`config.mk`:
```
export PLATFORM = sky130hd
export DESIGN_NAME = music_seq_ctrl
export DESIGN_NICKNAME = d
export VERILOG_FILES = /design/src/rtl/music_seq_ctrl.sv
export SDC_FILE = /design/constraint.sdc
export NUM_CORES = 1
export LEC_CHECK = 0
export ABC_AREA = 1
export BUFFER_PORTS_ARGS = -buffer_cell sky130_fd_sc_hd__buf_2
export CAP_MARGIN = 25
export CELL_PAD_IN_SITES_DETAIL_PLACEMENT = 0
export CELL_PAD_IN_SITES_GLOBAL_PLACEMENT = 1
export CORE_MARGIN = 1
export CORE_UTILIZATION = 39
export DETAILED_ROUTE_END_ITERATION = 8
export PLACE_DENSITY = 0.85
export SLEW_MARGIN = 30
export SYNTH_ARGS = -nofsm -noshare
export SYNTH_HDL_FRONTEND = slang
export SYNTH_SLANG_ARGS = --single-unit
```
`constraint.sdc`:
```
create_clock -name clk -period 1.65 [get_ports clk]
set_input_delay 0.165 -clock clk [delete_from_list [all_inputs] [get_ports clk]]
set_output_delay 0.165 -clock clk [all_outputs]
set_load 0.02 [all_outputs]
```
`src/rtl/music_seq_ctrl.sv`:
```
// Song ROM sequencer: fetches {dur,note} words, holds each note for dur*BEAT_DIV clocks.
// Optional MUSIC_SEQ_LOOP_EN: end of song restarts from address 0 instead of returning idle.
module music_seq_ctrl #(
  parameter int unsigned ADDR_WIDTH = 8,
  parameter int unsigned DATA_WIDTH = 12,
  parameter int unsigned BEAT_DIV   = 12500000,
  parameter int unsigned CNT_WIDTH  = 24
) (
  input  logic                  clk,
  input  logic                  rst_n,
  input  logic                  start_i,
  input  logic                  stop_i,
  output logic [ADDR_WIDTH-1:0] rom_addr_o,
  input  logic [DATA_WIDTH-1:0] rom_data_i,
  output logic [7:0]            note_o,
  output logic                  note_valid_o,
  output logic                  busy_o,
  output logic                  done_o
);

  localparam int unsigned DUR_WIDTH  = 4;
  localparam int unsigned NOTE_WIDTH = 8;
  localparam logic [CNT_WIDTH-1:0]  BEAT_LAST = CNT_WIDTH'(BEAT_DIV - 1);
  localparam logic [ADDR_WIDTH-1:0] ADDR_LAST = '1;

  typedef enum logic [1:0] {
    IDLE   = 2'd0,
    FETCH  = 2'd1,
    DECODE = 2'd2,
    PLAY   = 2'd3
  } state_t;

  state_t                  r_state;
  logic [CNT_WIDTH-1:0]    r_beat;
  logic [DUR_WIDTH-1:0]    r_dur;

  state_t                  w_state_next;
  logic [ADDR_WIDTH-1:0]   w_addr_next;
  logic [NOTE_WIDTH-1:0]   w_note_next;
  logic                    w_valid_next;
  logic                    w_done_next;
  logic [CNT_WIDTH-1:0]    w_beat_next;
  logic [DUR_WIDTH-1:0]    w_dur_next;
  logic                    w_end;
  logic [DUR_WIDTH-1:0]    w_rom_dur;
  logic [NOTE_WIDTH-1:0]   w_rom_note;

  assign w_rom_dur  = rom_data_i[11:8];
  assign w_rom_note = rom_data_i[7:0];
  assign busy_o     = (r_state != IDLE);

  // State and output registers
  always_ff @(posedge clk or negedge rst_n) begin
    if (!rst_n) begin
      r_state      <= IDLE;
      rom_addr_o   <= '0;
      note_o       <= '0;
      note_valid_o <= 1'b0;
      done_o       <= 1'b0;
      r_beat       <= '0;
      r_dur        <= '0;
    end else begin
      r_state      <= w_state_next;
      rom_addr_o   <= w_addr_next;
      note_o       <= w_note_next;
      note_valid_o <= w_valid_next;
      done_o       <= w_done_next;
      r_beat       <= w_beat_next;
      r_dur        <= w_dur_next;
    end
  end

  // Next-state and next-output logic; stop overrides everything else
  always_comb begin
    w_state_next = r_state;
    w_addr_next  = rom_addr_o;
    w_note_next  = note_o;
    w_valid_next = note_valid_o;
    w_done_next  = 1'b0;
    w_beat_next  = r_beat;
    w_dur_next   = r_dur;
    w_end        = 1'b0;

    case (r_state)
      IDLE: begin
        if (start_i) begin
          w_addr_next  = '0;
          w_state_next = FETCH;
        end
      end
      FETCH: w_state_next = DECODE;
      DECODE: begin
        if (w_rom_dur == '0) begin
          w_end = 1'b1;
        end else begin
          w_note_next  = w_rom_note;
          w_valid_next = 1'b1;
          w_beat_next  = '0;
          w_dur_next   = w_rom_dur;
          w_state_next = PLAY;
        end
      end
      PLAY: begin
        if (r_beat == BEAT_LAST) begin
          w_beat_next = '0;
          w_dur_next  = r_dur - DUR_WIDTH'(1);
          if (r_dur == DUR_WIDTH'(1)) begin
            if (rom_addr_o == ADDR_LAST) begin
              w_end = 1'b1;
            end else begin
              w_addr_next  = rom_addr_o + ADDR_WIDTH'(1);
              w_state_next = FETCH;
            end
          end
        end else begin
          w_beat_next = r_beat + CNT_WIDTH'(1);
        end
      end
      default: w_state_next = IDLE;
    endcase

    if (w_end) begin
      w_note_next  = '0;
      w_valid_next = 1'b0;
      w_done_next  = 1'b1;
      w_addr_next  = '0;
      w_beat_next  = '0;
      w_dur_next   = '0;
`ifdef MUSIC_SEQ_LOOP_EN
      w_state_next = FETCH;
`else
      w_state_next = IDLE;
`endif
    end

    if (stop_i) begin
      w_state_next = IDLE;
      w_addr_next  = '0;
      w_note_next  = '0;
      w_valid_next = 1'b0;
      w_done_next  = 1'b0;
      w_beat_next  = '0;
      w_dur_next   = '0;
    end
  end

endmodule

```
; ---- After elaboration in Yosys (flattened, before gate mapping)
; Index checks and enable logic that the tools add are counted.
[word_totals]
register_bits = 48
latchBits = 0
mem_bits_rw = 0
mem_bits_ro = 0
in_bits = 16
out_inout_bits = 19
elab_cells = 73
mem_count = 0
[op_classes]
addsub = 3
multipliers = 0
div = 0
order_cmp = 0
eq_ne = 12
shift = 0
mux = 40
n_bitwise = 0
reduce_logical = 11
[ops]
columns = cell, count
row1 = $mux W24, 4
row2 = $mux W8, 10
row3 = $pmux W24 S2, 1
row4 = $add A24 B1 Y24 const B, 1
row5 = $eq A24 B24 Y1 const B, 1
row6 = $ne A4 B4 Y1 const B, 5
row7 = $mux W4, 4
row8 = $pmux W8 S2, 1
row9 = $mux W2, 7
row10 = $mux W1, 10
row11 = $reduce_and A5 Y1, 2
row12 = $add A8 B1 Y8 const B, 1
row13 = $eq A8 B8 Y1 const B, 1
row14 = $pmux W2 S4, 1
row15 = $pmux W4 S2, 1
row16 = $reduce_bool A4 Y1, 2
row17 = $eq A2 B2 Y1 const B, 2
row18 = $eq A4 B1 Y1 const B, 1
row19 = $logic_not A4 Y1, 1
row20 = $reduce_and A2 Y1, 2
row21 = $sub A4 B1 Y4 const B, 1
row22 = $ne A3 B3 Y1 const B, 1
row23 = $reduce_and A3 Y1, 1
row24 = $reduce_bool A3 Y1, 1
row25 = 4 further kinds, 4

; ---- Depth between registers and ports, before layout
[depth]
ltp_word = 7
depth_mapped = 12
depth_no_buf = 12

; ---- Worst setup path after synthesis
; Ideal clock, no wire load.
[synth_timing]
path_type = reg2reg
startpoint = register rom_addr_o[0]
endpoint = register r_dur[1]
setup_ns = 0.119
t_arrival_ns = 1.671
required_time_ns = 1.531
path_slack_ns = -0.141
path_stages_with_launch = 12
n_path_buf = 1
synth_period_minus_slack_ns = 1.791
cell_sequence = dfrtp_1 ha_1 nand2_1 nor2_4 nand2_2 nor2_2 nand4_4 nand2_2 nor2_2 buf_6 nand3_2 o21ai_2
[synth_between]
elab_chain_cells = 7
elab_cells_between_ends = 11
classes_between = 3 x eq/ne / 6 x mux / 2 x reduce/logical
[synth_rtl]
columns = item, line
row1 = from (decl), 13  ; output logic [ADDR_WIDTH-1:0] rom_addr_o,
row2 = from (signal assigned), 64  ; rom_addr_o <= w_addr_next;
row3 = $eq A8 B8 Y1 *, 108  ; if (rom_addr_o == ADDR_LAST) begin
row4 = $mux W1 *, 108
row5 = $mux W1 *, 107  ; if (r_dur == DUR_WIDTH'(1)) begin
row6 = $mux W1 *, 104  ; if (r_beat == BEAT_LAST) begin
row7 = $pmux W1 S2 *, 84  ; case (r_state)
row8 = $ne A4 B4 Y1 (no source line) (tied with other cells), n/a
row9 = $reduce_and A3 Y1 (no source line) / $mux W4 (equally long branches), n/a
row10 = to (signal assigned), 69  ; r_dur <= w_dur_next;
row11 = to (decl), 35  ; logic [DUR_WIDTH-1:0] r_dur;
; Mark *: on every way between the ends. The rest lies on a longest branch, timed or not.
; A chain may end at the register's enable or synchronous reset.

; ---- Worst setup path in the final report
[layout_timing]
startpoint = register r_state[0]
endpoint = register r_beat[16]
[layout_between]
elab_chain_cells = 4
elab_cells_between_ends = 9
classes_between = 3 x eq/ne / 4 x mux / 2 x reduce/logical
[layout_rtl]
columns = item, line
row1 = from (decl), 33  ; state_t r_state;
row2 = from (signal assigned), 63  ; r_state <= w_state_next;
row3 = $eq A2 B2 Y1, 84
row4 = $pmux W1 S2 / $pmux W24 S2 (equally long branches), 84
row5 = $ne A4 B4 Y1 (no source line) (tied with other cells), n/a
row6 = $reduce_and A2 Y1 (no source line) / $mux W24 (equally long branches), n/a
row7 = to (signal assigned), 68  ; r_beat <= w_beat_next;
row8 = to (decl), 34  ; logic [CNT_WIDTH-1:0] r_beat;
; Parallel ways exist; a longest one is shown, timed or not.

==> impl_metrics.ini <==
[status]
outcome = complete, but fails checks
violations = negative setup slack

[cts]
cts_buffer_depth = 2
htreeDepth = 2
cts_root_buffer = clkbuf_8
numCtsBuffers = 5
cts_tree = built
clock_latency_ns = 0.30
cts_sinks = 48
clkTransAtPathRegs_ns = 0.09

[sta]
period_needed_ns = 1.766
max_freq_mhz = 566.2
finClkSkew_ns = 0.005882
fin_tns_setup_ns = -1.783
worst_pin_slew_ns = 0.4292
hold_ws_ns = 0.08857
rsz0062_at_grt = true
hold_viol = 0
maxSlewViolCount = 0
setup_viol = 33
setup_slack_ns = -0.1163
finalCritPeriodShare = 1.070
relSlewSlack = 0.7132

[logic_synthesis]
synth_area_leaders = dfrtp_1 (38%), nand2_1 (11%), nand3_1 (7.6%)
synth_cell_types = 41
ys_seq_area_frac = 0.3799
yosys.area.top_type = dfrtp_1
synth_top_area_frac = 0.3799
synth_flop_cell = dfrtp_1
ys_ff_latch = 48
syn_area_um2 = 3162
synth_cells = 415
synth_fp_nets = 438
synth_edf_count = 0
syn_area_per_cell_um2 = 7.619
synth-async-reset-ratio = 1.000
ys_warn_count = 0

[route]
final_antenna_net_count = 0
drc_errors = 0
dr.pass1.iters = 4
drt_iter0_drc = 159
routed-via-count = 3224
routed_wl_mm = 8.952
vias_per_cell = 5.038
routedWlPerCell_um = 13.99

[finish]
area_delta_synth_final_pct = 46.81
layout.nets = 561
n_fill_cell = 689
drive_gt1_frac = 0.4033
n_antenna_cell = 0

[flow_run]
maxCapViolCount = 0

[floorplanning]
die_h_um = 92.04
core_um2 = 7767
die_area_um2 = 8471
num_rows = 32
floorplan.initialDensity = 0.4071
die_w_um = 92.04
io_pins = 35

[global_routing]
antenna_found_initial = 0
grt_pass1_vias = 3053
met1_usage = 0.2945
grt_use_met3 = 0.02239
use_met2 = 0.3632
grt_overflow_total = 0
grt_usage = 0.2152
grt-busiest-layer = met2
grt_pass1_wl_mm = 14.63
grt_max_degree = 34

[critical_path]
critical_path_peak_fanout = 7
cp.required_ns = 1.85
cp_data_arrival_time_ns = 1.97
critPathKind = reg -> reg
cp-start-kind = register
worstSetupEndpointType = register

[place]
portBuffers = 34
hpwl_mm = 6.198
gp_congestion = 0.8216
place_ws_ns = -0.2792

[power_and_ir_drop]
power.density_nw_per_um2 = 873.9
peakVddDrop_v = 0.0004120
p_leak_nw = 2.245

[worst_hold_path]
worstHoldPathType = in -> reg
cells in the mapped netlist (all sizes together), types with 4 or more instances:
master,n
buf,9
dfrtp,48
ha,7
inv,55
nand2,99
nand3,54
nand4,24
nor2,61
nor3,9
nor3b,4
o21ai,17
xor2,8
per-layer routing:
layer / routed length (µm) / vias to the layer above
li1: - / 1597
met1: 4080 / 1549
met2: 4475 / 66
met3: 269 / 12
met4: 127 / 0
met5: 0 / -
cell usage in the layout, fill, tap and decap left out, types with 5 or more instances in the layout:
| master | Yosys | layout |
|---|---|---|
| buf_12 | 0 | 6 |
| buf_2 | 4 | 35 |
| buf_4 | 2 | 75 |
| buf_6 | 3 | 9 |
| clkbuf_8 | 0 | 5 |
| dfrtp_1 | 48 | 45 |
| inv_1 | 49 | 47 |
| inv_2 | 5 | 6 |
| nand2_1 | 94 | 80 |
| nand2_2 | 4 | 13 |
| nand2_4 | 1 | 5 |
| nand3_1 | 48 | 45 |
| nand3_2 | 5 | 6 |
| nand4_1 | 20 | 20 |
| nor2_1 | 51 | 45 |
| nor2_4 | 2 | 12 |
| o21ai_0 | 10 | 9 |
| o21ai_1 | 4 | 5 |
| xor2_1 | 8 | 8 |
cell families after synthesis:
kind of cell | count (synthesis) | share of synthesized area
adder cells (fa/ha/maj) | 7 | 0.02770
XOR/XNOR | 9 | 0.02493
multiplexers | 1 | 0.003166
flip-flops | 48 | 0.3799
AO/OA/AOI/OAI | 28 | 0.05739
buffers and inverters | 67 | 0.09141
AND/OR/NAND/NOR | 255 | 0.4155
final timing paths:
kind / slack (ns) / startpoint / end / cells after the start
max: -0.12 / r_state[0] / r_beat[16] / 9
min: 0.09 / rom_data_i[5] / note_o[5] / 3
max reg2reg: -0.12 / r_state[0] / r_beat[16] / 9
min reg2reg: 0.49 / note_valid_o / note_valid_o / 1
max in group asynchronous: 0.79 / rst_n / r_state[1] / 3
min in group asynchronous: 0.32 / rst_n / r_beat[13] / 2
what timing repair did:
action | 4_1_cts | 5_1_grt
setup endpoints to repair | 43 | 49
hold endpoints to repair | 15 | 0
gates resized for setup | 34 | 37
buffers inserted | 5 | 8
pin swaps | 10 | 17
hold buffers | 1 | 0
gates cloned | 2 | 1
power breakdown:
| part | internal (mW) | switching [mW] | total, mW |
|---|---|---|---|
| sequential | 1.28 | 0.0746 | 1.36 |
| clock | 0.597 | 0.406 | 1.00 |
| combinational | 0.770 | 0.925 | 1.70 |
| total | 2.65 | 1.41 | 4.06 |
state kept, by name, summed over array words and instances (netlist names):
register and count:
rom_addr_o 8, note_o 8, done_o 1, note_valid_o 1
r_dur 4, r_beat 24, r_state 2
final cells by class:
cell class | instances | area (µm²) | area share
sequential | 48 | 1205 | 0.2596
timing repair buffer | 127 | 994.7 | 0.2143
inverter | 55 | 221.5 | 0.04771
tap | 102 | 127.6 | 0.02749
multi-input combinational | 301 | 1964 | 0.4232
clock inverter | 2 | 60.06 | 0.01294
clock buffer | 5 | 68.82 | 0.01482
through the flow:
stage          instances  total power, mW  area (µm²)  utilization
6_report             640            4.057        4642       0.5976
5_1_grt              640            4.261        4642       0.5976
4_1_cts              631            3.876        4379       0.5638
3_5_place_dp         616            2.717        4058       0.5224
3_3_place_gp         616            2.677        4058       0.5224
2_1_floorplan        415            2.099        3207            -
critical path, stage by stage (launching register included):
cell	delay (ns)
dfrtp_1	0.41
buf_6	0.12
ha_4	0.14
buf_6	0.10
nor3_4	0.04
buf_12	0.15
nor4_4	0.36
nand2_1	0.11
xor2_1	0.17
nor2_2	0.05
No activity file was read; power rests on OpenSTA's default activity.
